===== src/rtl/video_timing_pattern_gen_pkg.sv =====
// Shared timing defaults, pattern encoding and bar colours for the
// 640x480 test-pattern source.
package video_timing_pkg;

  localparam int VGA_H_ACTIVE = 640;
  localparam int VGA_H_FP     = 16;
  localparam int VGA_H_SYNC   = 96;
  localparam int VGA_H_BP     = 48;
  localparam int VGA_V_ACTIVE = 480;
  localparam int VGA_V_FP     = 10;
  localparam int VGA_V_SYNC   = 2;
  localparam int VGA_V_BP     = 33;
  localparam bit VGA_SYNC_POL = 1'b0;

  typedef enum logic [1:0] {
    PAT_BARS    = 2'd0,
    PAT_CHECKER = 2'd1,
    PAT_RAMP    = 2'd2,
    PAT_SOLID   = 2'd3
  } pattern_e;

  localparam logic [23:0] RGB_WHITE   = 24'hFFFFFF;
  localparam logic [23:0] RGB_YELLOW  = 24'hFFFF00;
  localparam logic [23:0] RGB_CYAN    = 24'h00FFFF;
  localparam logic [23:0] RGB_GREEN   = 24'h00FF00;
  localparam logic [23:0] RGB_MAGENTA = 24'hFF00FF;
  localparam logic [23:0] RGB_RED     = 24'hFF0000;
  localparam logic [23:0] RGB_BLUE    = 24'h0000FF;
  localparam logic [23:0] RGB_BLACK   = 24'h000000;

  function automatic int h_total(input int act, input int fp, input int sync, input int bp);
    return act + fp + sync + bp;
  endfunction

  function automatic int v_total(input int act, input int fp, input int sync, input int bp);
    return act + fp + sync + bp;
  endfunction

  function automatic logic [23:0] bar_colour(input logic [2:0] idx);
    logic [23:0] c;
    case (idx)
      3'd0:    c = RGB_WHITE;
      3'd1:    c = RGB_YELLOW;
      3'd2:    c = RGB_CYAN;
      3'd3:    c = RGB_GREEN;
      3'd4:    c = RGB_MAGENTA;
      3'd5:    c = RGB_RED;
      3'd6:    c = RGB_BLUE;
      3'd7:    c = RGB_BLACK;
      default: c = RGB_BLACK;
    endcase
    return c;
  endfunction

endpackage


===== src/rtl/video_timing_pattern_gen_if.sv =====
// Pattern configuration in, raster timing and pixel colour out.
interface video_timing_pattern_gen_if;
  logic [1:0]  pattern_sel;
  logic [23:0] solid_rgb;
  logic        hsync;
  logic        vsync;
  logic        de;
  logic [7:0]  red;
  logic [7:0]  green;
  logic [7:0]  blue;
  logic        frame_start;
  logic [7:0]  frame_count;

  modport master (
    input  pattern_sel, solid_rgb,
    output hsync, vsync, de, red, green, blue, frame_start, frame_count
  );

  modport slave (
    output pattern_sel, solid_rgb,
    input  hsync, vsync, de, red, green, blue, frame_start, frame_count
  );
endinterface


===== src/rtl/video_timing_pattern_gen_counter.sv =====
// Raster position counters with combinational active/sync/frame-origin
// decode of the current position (the top registers everything).
module video_timing_counter
  import video_timing_pkg::*;
#(
  parameter int H_ACTIVE = VGA_H_ACTIVE,
  parameter int H_FP     = VGA_H_FP,
  parameter int H_SYNC   = VGA_H_SYNC,
  parameter int H_BP     = VGA_H_BP,
  parameter int V_ACTIVE = VGA_V_ACTIVE,
  parameter int V_FP     = VGA_V_FP,
  parameter int V_SYNC   = VGA_V_SYNC,
  parameter int V_BP     = VGA_V_BP,
  parameter int HW       = $clog2(h_total(H_ACTIVE, H_FP, H_SYNC, H_BP)),
  parameter int VW       = $clog2(v_total(V_ACTIVE, V_FP, V_SYNC, V_BP))
)(
  input  logic          clk_low,
  input  logic          reset,
  output logic [HW-1:0] h_cnt,
  output logic [VW-1:0] v_cnt,
  output logic          line_end,
  output logic          active,
  output logic          hsync_on,
  output logic          vsync_on,
  output logic          frame_origin
);

  localparam int H_TOTAL = h_total(H_ACTIVE, H_FP, H_SYNC, H_BP);
  localparam int V_TOTAL = v_total(V_ACTIVE, V_FP, V_SYNC, V_BP);

  localparam logic [HW-1:0] H_LAST   = HW'(H_TOTAL - 1);
  localparam logic [HW-1:0] H_ACT_C  = HW'(H_ACTIVE);
  localparam logic [HW-1:0] HS_START = HW'(H_ACTIVE + H_FP);
  localparam logic [HW-1:0] HS_END   = HW'(H_ACTIVE + H_FP + H_SYNC);
  localparam logic [VW-1:0] V_LAST   = VW'(V_TOTAL - 1);
  localparam logic [VW-1:0] V_ACT_C  = VW'(V_ACTIVE);
  localparam logic [VW-1:0] VS_START = VW'(V_ACTIVE + V_FP);
  localparam logic [VW-1:0] VS_END   = VW'(V_ACTIVE + V_FP + V_SYNC);

  // Pixel and line counters; the line counter advances on the pixel wrap.
  always_ff @(posedge clk_low or posedge reset) begin
    if (reset) begin
      h_cnt <= {HW{1'b0}};
      v_cnt <= {VW{1'b0}};
    end else if (line_end) begin
      h_cnt <= {HW{1'b0}};
      if (v_cnt == V_LAST) begin
        v_cnt <= {VW{1'b0}};
      end else begin
        v_cnt <= v_cnt + 1'b1;
      end
    end else begin
      h_cnt <= h_cnt + 1'b1;
    end
  end

  // Position decode; vsync depends on v_cnt only so it spans whole lines.
  always_comb begin
    line_end     = (h_cnt == H_LAST);
    active       = (h_cnt < H_ACT_C) && (v_cnt < V_ACT_C);
    hsync_on     = (h_cnt >= HS_START) && (h_cnt < HS_END);
    vsync_on     = (v_cnt >= VS_START) && (v_cnt < VS_END);
    frame_origin = (h_cnt == {HW{1'b0}}) && (v_cnt == {VW{1'b0}});
  end

endmodule


===== src/rtl/video_timing_pattern_gen.sv =====
// 640x480 raster generator with frame-latched test-pattern selection;
// every output is registered one cycle after the position it describes.
module video_timing_pattern_gen
  import video_timing_pkg::*;
#(
  parameter int H_ACTIVE = VGA_H_ACTIVE,
  parameter int H_FP     = VGA_H_FP,
  parameter int H_SYNC   = VGA_H_SYNC,
  parameter int H_BP     = VGA_H_BP,
  parameter int V_ACTIVE = VGA_V_ACTIVE,
  parameter int V_FP     = VGA_V_FP,
  parameter int V_SYNC   = VGA_V_SYNC,
  parameter int V_BP     = VGA_V_BP,
  parameter bit SYNC_POL = VGA_SYNC_POL
)(
  input logic                        clk_low,
  input logic                        reset,
  video_timing_pattern_gen_if.master vid
);

  localparam int H_TOTAL = h_total(H_ACTIVE, H_FP, H_SYNC, H_BP);
  localparam int V_TOTAL = v_total(V_ACTIVE, V_FP, V_SYNC, V_BP);
  localparam int HW      = $clog2(H_TOTAL);
  localparam int VW      = $clog2(V_TOTAL);
  localparam int BAR_W   = H_ACTIVE / 8;
  localparam int BPW     = (BAR_W > 1) ? $clog2(BAR_W) : 1;
  localparam logic [BPW-1:0] BAR_LAST = BPW'(BAR_W - 1);

  logic [HW-1:0]  h_cnt_s;
  logic [VW-1:0]  v_cnt_s;
  logic           line_end_s;
  logic           active_s;
  logic           hsync_on_s;
  logic           vsync_on_s;
  logic           frame_origin_s;
  pattern_e       pat_r;
  pattern_e       pat_s;
  logic [23:0]    solid_r;
  logic [23:0]    solid_s;
  logic           first_frame_r;
  logic [BPW-1:0] bar_pix_r;
  logic [2:0]     bar_idx_r;
  logic [7:0]     ramp_s;
  logic           h_bit5_s;
  logic           v_bit5_s;
  logic [23:0]    rgb_s;

  video_timing_counter #(
    .H_ACTIVE(H_ACTIVE), .H_FP(H_FP), .H_SYNC(H_SYNC), .H_BP(H_BP),
    .V_ACTIVE(V_ACTIVE), .V_FP(V_FP), .V_SYNC(V_SYNC), .V_BP(V_BP),
    .HW(HW), .VW(VW)
  ) u_counter (
    .clk_low      (clk_low),
    .reset        (reset),
    .h_cnt        (h_cnt_s),
    .v_cnt        (v_cnt_s),
    .line_end     (line_end_s),
    .active       (active_s),
    .hsync_on     (hsync_on_s),
    .vsync_on     (vsync_on_s),
    .frame_origin (frame_origin_s)
  );

  // Pixel (0,0) already uses the selection being captured for the new frame.
  assign pat_s    = frame_origin_s ? pattern_e'(vid.pattern_sel) : pat_r;
  assign solid_s  = frame_origin_s ? vid.solid_rgb : solid_r;
  assign ramp_s   = 8'(h_cnt_s >> 2);
  assign h_bit5_s = |(h_cnt_s & HW'(32));
  assign v_bit5_s = |(v_cnt_s & VW'(32));

  // Frame-coherent capture of the pattern selection and solid colour.
  always_ff @(posedge clk_low or posedge reset) begin
    if (reset) begin
      pat_r         <= PAT_BARS;
      solid_r       <= 24'h000000;
      first_frame_r <= 1'b1;
    end else if (frame_origin_s) begin
      pat_r         <= pat_s;
      solid_r       <= solid_s;
      first_frame_r <= 1'b0;
    end
  end

  // Bar position tracks h_cnt with a sub-counter instead of a divide.
  always_ff @(posedge clk_low or posedge reset) begin
    if (reset) begin
      bar_pix_r <= {BPW{1'b0}};
      bar_idx_r <= 3'd0;
    end else if (line_end_s) begin
      bar_pix_r <= {BPW{1'b0}};
      bar_idx_r <= 3'd0;
    end else if (bar_pix_r == BAR_LAST) begin
      bar_pix_r <= {BPW{1'b0}};
      bar_idx_r <= bar_idx_r + 3'd1;
    end else begin
      bar_pix_r <= bar_pix_r + 1'b1;
    end
  end

  // Colour for the current position; blanking forces black.
  always_comb begin
    rgb_s = RGB_BLACK;
    if (active_s) begin
      case (pat_s)
        PAT_BARS:    rgb_s = bar_colour(bar_idx_r);
        PAT_CHECKER: rgb_s = (h_bit5_s ^ v_bit5_s) ? RGB_BLACK : RGB_WHITE;
        PAT_RAMP:    rgb_s = {ramp_s, ramp_s, ramp_s};
        PAT_SOLID:   rgb_s = solid_s;
        default:     rgb_s = RGB_BLACK;
      endcase
    end else begin
      rgb_s = RGB_BLACK;
    end
  end

  // Output registers keep sync, de and colour mutually aligned.
  always_ff @(posedge clk_low or posedge reset) begin
    if (reset) begin
      vid.hsync       <= ~SYNC_POL;
      vid.vsync       <= ~SYNC_POL;
      vid.de          <= 1'b0;
      vid.red         <= 8'h00;
      vid.green       <= 8'h00;
      vid.blue        <= 8'h00;
      vid.frame_start <= 1'b0;
      vid.frame_count <= 8'h00;
    end else begin
      vid.hsync       <= hsync_on_s ? SYNC_POL : ~SYNC_POL;
      vid.vsync       <= vsync_on_s ? SYNC_POL : ~SYNC_POL;
      vid.de          <= active_s;
      vid.red         <= rgb_s[23:16];
      vid.green       <= rgb_s[15:8];
      vid.blue        <= rgb_s[7:0];
      vid.frame_start <= frame_origin_s;
      if (frame_origin_s && !first_frame_r) begin
        vid.frame_count <= vid.frame_count + 8'd1;
      end
    end
  end

endmodule

===== src/flat_wrapper.sv =====
// flat-port wrapper written by rule: the top's interface ports become plain ports
module video_timing_pattern_gen_flat import video_timing_pkg::*;
#(
  parameter int H_ACTIVE = VGA_H_ACTIVE,
  parameter int H_FP     = VGA_H_FP,
  parameter int H_SYNC   = VGA_H_SYNC,
  parameter int H_BP     = VGA_H_BP,
  parameter int V_ACTIVE = VGA_V_ACTIVE,
  parameter int V_FP     = VGA_V_FP,
  parameter int V_SYNC   = VGA_V_SYNC,
  parameter int V_BP     = VGA_V_BP,
  parameter bit SYNC_POL = VGA_SYNC_POL
)
  (clk_low, reset, vid_pattern_sel, vid_solid_rgb, vid_hsync, vid_vsync, vid_de, vid_red, vid_green, vid_blue, vid_frame_start, vid_frame_count);
  video_timing_pattern_gen_if vid_i ();
  input logic clk_low;
  input logic reset;
  input wire logic [$bits(vid_i.pattern_sel)-1:0] vid_pattern_sel;
  input wire logic [$bits(vid_i.solid_rgb)-1:0] vid_solid_rgb;
  output wire logic [$bits(vid_i.hsync)-1:0] vid_hsync;
  output wire logic [$bits(vid_i.vsync)-1:0] vid_vsync;
  output wire logic [$bits(vid_i.de)-1:0] vid_de;
  output wire logic [$bits(vid_i.red)-1:0] vid_red;
  output wire logic [$bits(vid_i.green)-1:0] vid_green;
  output wire logic [$bits(vid_i.blue)-1:0] vid_blue;
  output wire logic [$bits(vid_i.frame_start)-1:0] vid_frame_start;
  output wire logic [$bits(vid_i.frame_count)-1:0] vid_frame_count;
  assign vid_i.pattern_sel = vid_pattern_sel;
  assign vid_i.solid_rgb = vid_solid_rgb;
  assign vid_hsync = vid_i.hsync;
  assign vid_vsync = vid_i.vsync;
  assign vid_de = vid_i.de;
  assign vid_red = vid_i.red;
  assign vid_green = vid_i.green;
  assign vid_blue = vid_i.blue;
  assign vid_frame_start = vid_i.frame_start;
  assign vid_frame_count = vid_i.frame_count;
  video_timing_pattern_gen #(.H_ACTIVE(H_ACTIVE), .H_FP(H_FP), .H_SYNC(H_SYNC), .H_BP(H_BP), .V_ACTIVE(V_ACTIVE), .V_FP(V_FP), .V_SYNC(V_SYNC), .V_BP(V_BP), .SYNC_POL(SYNC_POL)) u_core (.clk_low(clk_low), .reset(reset), .vid(vid_i));
endmodule

===== config.mk =====
export PLATFORM = sky130hd
export DESIGN_NAME = video_timing_pattern_gen_flat
export DESIGN_NICKNAME = d
export VERILOG_FILES = /design/src/rtl/video_timing_pattern_gen_pkg.sv /design/src/rtl/video_timing_pattern_gen_if.sv /design/src/rtl/video_timing_pattern_gen_counter.sv /design/src/rtl/video_timing_pattern_gen.sv /design/src/flat_wrapper.sv
export SDC_FILE = /design/constraint.sdc
export NUM_CORES = 1
export LEC_CHECK = 0
export ABC_AREA = 0
export CAP_MARGIN = 20
export CORE_MARGIN = 2
export CORE_UTILIZATION = 51
export CTS_CLUSTER_DIAMETER = 60
export DETAILED_ROUTE_END_ITERATION = 6
export PLACE_DENSITY = 0.77
export REMOVE_ABC_BUFFERS = 1
export SLEW_MARGIN = 10
export SYNTH_ARGS = -nofsm -noshare
export SYNTH_HDL_FRONTEND = slang
export SYNTH_HIERARCHICAL = 1
export SYNTH_SLANG_ARGS = --single-unit

===== constraint.sdc =====
create_clock -name clk_low -period 3.75 [get_ports clk_low]
set_clock_uncertainty 0.15 [all_clocks]
set_input_delay 0.375 -clock clk_low [delete_from_list [all_inputs] [get_ports clk_low]]
set_output_delay 0.375 -clock clk_low [all_outputs]
set_load 0.03 [all_outputs]

* Word level (Yosys, flattened, before mapping) *
Memory sizes are Yosys's and may differ from the RTL's.
Cells that the tools add are included.

word-level totals
  word-level logic and storage cells = 57
  bits in read-only memories = 192
  output and inout port bits = 36
  register bits = 93
  memories = 1
  input port bits = 28

cells by class
  magnitude comparators = 6
  muxes and demuxes = 13
  bitwise gates (word level) = 1
  reduce and logical (&&, ||, !) cells = 10
  add/sub/neg operators = 5
  equal/unequal tests = 6

memories
  memory            depth  bits a word  read ports  clocked after Yosys merged registers in  write ports  line                                source
  (name not given)  8      24           1           0                                        0            video_timing_pattern_gen_pkg.sv:41  case (idx)

operator list
  operator               number
  $pmux 24 s4            1
  $mux 24                3
  $add 10x1->10 const B  2
  $eq 10x10->1 const B   2
  $logic_not 10->1       2
  $lt 10x10->1 const B   2
  $lt 10x9->1 const B    2
  $mux 10                2
  $mux 7                 2
  $ge 10x10->1 const B   1
  $ge 10x9->1 const B    1
  $add 8x1->8 const B    1
  $add 7x1->7 const B    1
  $eq 7x7->1 const B     1
  $mux 3                 2
  $logic_and 1x1->1      5
  $eq 2x2->1 const B     2
  $add 3x1->3 const B    1
  $eq 2x1->1 const B     1
  $logic_not 2->1        1
  $mux 1                 2
  $mux 2                 1
  $reduce_bool 2->1      1
  $logic_not 1->1        1
  $xor 1x1->1            1

* Logic depth before layout (Yosys ltp) *
  word-level depth = 6
  gate-level depth with buffers = 11
  mapped depth without buffers = 10

* Hierarchy *
Netlist, hierarchy kept.

by module, submodules not included
  module                    instances  seq. area each (um^2)  cells an instance  area each (um^2)
  video_timing_pattern_gen  1          1830.5                 228                2917.8
  video_timing_counter      1          500.5                  112                1086.0

* Worst setup path after synthesis *
No wires, ideal clock.

  path kind = reg2reg
  from = register u_core.u_counter.v_cnt[0]
  to = register u_core.vid.green[2]
  path slack = 0.856 ns
  period minus slack after synthesis = 2.894 ns
  buffers on the path = 1
  arrival = 2.665 ns
  cell stages (with the launch flop) = 12
  setup time = 0.080 ns
  data required time = 3.520 ns
  cell sequence = dfrtp_1 > inv_1 > ha_1 > nor4b_1 > nand4_1 > nor4_1 > buf_6 > mux2i_4 > inv_2 > nor2_4 > a21oi_2 > a21oi_1

between the ends
  longest elaborated chain between the ends = 6
  elaborated cells on any way between the ends = 12
  classes of those cells = order compare (1); eq/ne (3); mux (4); reduce/logical (4)

RTL lines
  what                                line                                    source
  from (decl)                         video_timing_pattern_gen_counter.sv:20  output logic [VW-1:0] v_cnt,
  from (signal assigned)              video_timing_pattern_gen_counter.sv:44  v_cnt <= {VW{1'b0}};
  from (signal assigned)              video_timing_pattern_gen_counter.sv:48  v_cnt <= {VW{1'b0}};
  from (signal assigned)              video_timing_pattern_gen_counter.sv:50  v_cnt <= v_cnt + 1'b1;
  $logic_not 10->1 *                  video_timing_pattern_gen_counter.sv:63  frame_origin = (h_cnt == {HW{1'b0}}) && (v_cnt == {VW{1'b0}});
  $logic_and 1x1->1 *                 video_timing_pattern_gen_counter.sv:63
  via u_core.frame_origin_s           video_timing_pattern_gen.sv:35          logic frame_origin_s;
  $mux 2                              video_timing_pattern_gen.sv:65          assign pat_s = frame_origin_s ? pattern_e'(vid.pattern_sel) : pat_r;
  $eq 2x2->1 (tied with other cells)  video_timing_pattern_gen.sv:104         case (pat_s)
  $pmux 24 s4 *                       video_timing_pattern_gen.sv:104
  $mux 24 *                           video_timing_pattern_gen.sv:103         if (active_s) begin
  via u_core.rgb_s[10]                video_timing_pattern_gen.sv:46          logic [23:0] rgb_s;
  to (signal assigned)                video_timing_pattern_gen.sv:132         vid.green <= rgb_s[15:8];
  to (decl)                           video_timing_pattern_gen_if.sv:16       output hsync, vsync, de, red, green, blue, frame_start, frame_count

The timed path passes the listed nets; every way through them passes the cells marked *.
A chain may end at the register's enable or synchronous reset.

* Worst setup path after layout *
  from = register u_core.u_counter.v_cnt[0]
  to = register u_core.vid.green[1]

Same word-level chain as after synthesis.

==> reports/summary.md <==
The run finished with clean final reports. For the pin with the worst max-slew slack, the measured transition is 0.772 ns. The total iterations of the first detailed-routing run is 4. The setup total negative slack is 0 ns. In this run, synthesis inferred 0 flip-flops with an integrated enable. The tools report the number of unique standard cell types used by synthesis as 52. The library cells used most frequently in the layout, excluding fill and tap cells, are sky130_fd_sc_hd__dfrtp_1 (90), sky130_fd_sc_hd__clkdlybuf4s50_1 (63), sky130_fd_sc_hd__nand2_1 (33), sky130_fd_sc_hd__a21oi_1 (25), sky130_fd_sc_hd__nor2_1 (17).

The tools report the insertion delay to the later sink of the worst-skew pair as 0.35 ns. The number of max-cap violations came out at 0. The share of final-layout standard cells stronger than drive strength 1 is 0.136, and the first-iteration detailed-routing DRC count is 124. Data on the critical path is required at its endpoint by 3.86 ns. For the number of design rule violations left after detail routing, the log shows 0.

The number of storage elements in the synthesis netlist was 93. The upper clock frequency limit was 311 MHz; the number of buffers inserted by port buffering was 63. The number of nets in the layout is 443. Setup repair after global routing left no endpoint under its margin.

For this design the ratio of total power to cell area is 384 mW/mm^2. 64 I/O pins were placed. The worst-case IR drop observed on VDD is 0.000195 V. For the row count, the log shows 32. The number of antenna violations at the first check in global routing is 0.

No sink is reached through more buffers than the 2 on the longest clock path. The area taken by multi-input logic gates was 0.00158 sq mm. For the setup slack after placement, the log shows 0.568 ns. Final cell utilization of the core: 0.650.

In this run the remaining antenna-violating nets after routing total 0. For the worst setup path, the data arrival time is 3.32 ns. The clock tree synthesis step divided the H-tree into 3 levels. The initial standard-cell utilization of the core was 0.524; the post-detailed-placement half-perimeter wirelength was 5610 um. The layout has 575 filler cells.

0 antenna diodes ended up in the layout. The final layout contains routed wiring with a total length of 7930 um. The number of setup buffers added after CTS is 0. The pin count of the biggest net entering global routing is 53, and the post-detailed-route wirelength per cell is 15.4 um.

Of all nets on the critical path, the largest fanout is 31. Yosys attributes the largest share of cell area to sky130_fd_sc_hd__dfrtp_1 (56%), sky130_fd_sc_hd__mux2_1 (3.9%), sky130_fd_sc_hd__mux2_2 (3.4%). The die covers 0.00858 sq mm.

For the flop-to-flop setup slack, the log shows 0.54 ns. The share of the clock period used by the worst path after layout is 0.856. The finished layout holds 515 standard cells, fillers aside. The number of hold buffers added after CTS was 0. In this run the critical register-to-register path is captured at u_core/vid.green[1]$_DFF_PP0_. The most common cell after layout, fill and taps aside is sky130_fd_sc_hd__dfrtp_1.

At the end of routability-driven placement, the weighted congestion stood at 0.781. Portion of synthesized cell area occupied by the leading cell type: 0.562. The netlist area before placement is 0.00400 sq mm, and the post-route cell area is 0.00497 sq mm. In this run the critical register-to-register path is launched from u_core/u_counter/v_cnt[0]$_DFFE_PP0P_. The die width works out to 92.6 um. The worst setup path is captured at a register.

The worst path meets setup with 0.539 ns of slack. In the routed layout, each cell is associated on average with a via count of 5.43. For the headroom to the max-slew limit, the log shows 0.485. The async set or reset register ratio after synthesis is 1.00. Setup violations remaining at the end of the flow were counted as 0. The sequential standard cell area came out at 0.00233 sq mm. The tree is rooted in a sky130_fd_sc_hd__clkbuf_8. The tools report the post-detailed-placement cell area as 0.00476 sq mm. The most used flip-flop cell after synthesis is sky130_fd_sc_hd__dfrtp_1. The tools report the global-route usage over all layers as 0.197. The number of clock buffers inserted by TritonCTS came out at 9. The worst setup path is of the reg2reg kind. Compared with the post-synthesis result, the final layout area differs by 24.1%. The max-slew violation total from the final report came out at 0. After clock tree synthesis, the clock-pin slew on the worst setup and hold paths is 0.10 ns. The worst path needs 3.21 ns of the cycle, external delays included.

The via count of the first global-routing pass is 2737. The startpoint class of the critical path is a register. The library cell with the largest summed area after synthesis was sky130_fd_sc_hd__dfrtp_1. For this run, the number of Yosys warnings is 6. The portion of the post-synthesis area used by sequential elements was 0.582. After floorplanning, the core was sized to cover 0.00765 sq mm.

Across all hold checks on the routed design, the worst slack comes to 0.240 ns. The clock drives 93 sinks. In this run the worst hold path is classified as in2async. The overall via count from detail_route is 2799. For this design the static power due to leakage is 2.13 nW.

After global routing the overflow that remains totals 0. After detailed placement, the design holds a cell count of 499. Global-route wire length before repair: 13200 um.

First element of the critical path: u_core/u_counter/v_cnt[0]$_DFFE_PP0P_. After technology mapping, the gate count stands at 340. Power comes to 1.91 mW.

Dividing the synthesized area by the synthesized cell count gives 11.8 sq um. For the worst flop-to-flop path, the logic depth is 10. Gates resized during post-CTS repair numbered 0.

TritonCTS built the clock tree. Hold violation total from the final report: 0. From bottom edge to top edge, the die measures 92.6 um.
## flip-flops by register name, summed over array words and instances (netlist names), 2 cells and up
register	flops
u_core/solid_r	24
u_core/vid.frame_count	8
u_core/u_counter/h_cnt	10
u_core/vid.red	8
u_core/bar_idx_r	3
u_core/vid.blue	8
u_core/u_counter/v_cnt	10
u_core/vid.green	8
u_core/pat_r	2
u_core/bar_pix_r	7
## critical path, cell delays in order, from the launching register on
cell and delay (ns):
sky130_fd_sc_hd__dfrtp_1 0.42, sky130_fd_sc_hd__inv_1 0.12, sky130_fd_sc_hd__ha_1 0.16, sky130_fd_sc_hd__nor4b_1 0.42, sky130_fd_sc_hd__nand4_1 0.18, sky130_fd_sc_hd__nor4_2 0.34, sky130_fd_sc_hd__buf_12 0.25, sky130_fd_sc_hd__mux2i_2 0.48
sky130_fd_sc_hd__a211o_2 0.35, sky130_fd_sc_hd__a21oi_2 0.08, sky130_fd_sc_hd__a21oi_1 0.17
## cell families after synthesis
| group | after synthesis | share of synthesized area |
|---|---|---|
| buffers and inverters | 22 | 0.0250 |
| multiplexers | 30 | 0.0872 |
| flip-flops | 93 | 0.582 |
| XOR/XNOR | 24 | 0.0525 |
| AO/OA/AOI/OAI | 53 | 0.0806 |
| adder cells (fa/ha/maj) | 7 | 0.0219 |
| AND/OR/NAND/NOR | 111 | 0.151 |
## cell type report
type	instances	area share
Tap cell	102	0.0257
Timing Repair Buffer	65	0.135
Clock buffer	10	0.0277
Multi-Input combinational cell	225	0.318
Clock inverter	6	0.0139
Sequential cell	93	0.469
Inverter	14	0.0108
## worst max path at each step
| stage | to |
|---|---|
| after floorplan | u_core/vid.blue[0]$_DFF_PP0_ |
| after global placement | u_core/vid.red[4]$_DFF_PP0_ |
| after detailed placement | u_core/vid.green[1]$_DFF_PP0_ |
| after CTS | u_core/vid.green[1]$_DFF_PP0_ |
| after global routing | u_core/vid.green[4]$_DFF_PP0_ |
| final | u_core/vid.green[1]$_DFF_PP0_ |
## power breakdown
part           switching [mW]  internal (mW)  total [mW]
Clock                   0.348          0.331       0.679
Sequential             0.0113           1.04        1.05
Combinational           0.103         0.0810       0.184
## synthesized netlist by cell type (4+ instances only)
| cell | count |
|---|---|
| sky130_fd_sc_hd__o21ai_0 | 5 |
| sky130_fd_sc_hd__nand2_1 | 33 |
| sky130_fd_sc_hd__ha_1 | 7 |
| sky130_fd_sc_hd__nor3_1 | 4 |
| sky130_fd_sc_hd__and3_1 | 6 |
| sky130_fd_sc_hd__nand4_1 | 6 |
| sky130_fd_sc_hd__a21oi_1 | 25 |
| sky130_fd_sc_hd__buf_2 | 4 |
| sky130_fd_sc_hd__nor2b_1 | 4 |
| sky130_fd_sc_hd__nor2_1 | 17 |
| sky130_fd_sc_hd__inv_1 | 10 |
| sky130_fd_sc_hd__dfrtp_1 | 90 |
| sky130_fd_sc_hd__xor2_1 | 9 |
| sky130_fd_sc_hd__a21oi_2 | 7 |
| sky130_fd_sc_hd__xnor2_1 | 15 |
| sky130_fd_sc_hd__nand3_1 | 15 |
| sky130_fd_sc_hd__mux2_2 | 12 |
| sky130_fd_sc_hd__nor4_1 | 4 |
| sky130_fd_sc_hd__a31oi_1 | 5 |
| sky130_fd_sc_hd__mux2_1 | 14 |
## layer usage
layer,track usage,vias to the layer above,wire length (um)
li1,-,1327,-
met1,0.273,1396,3580
met2,0.317,70,3900
met3,0.0317,6,379
met4,0.0697,0,71
met5,0,-,0
Power figures use the tool's default switching activity.
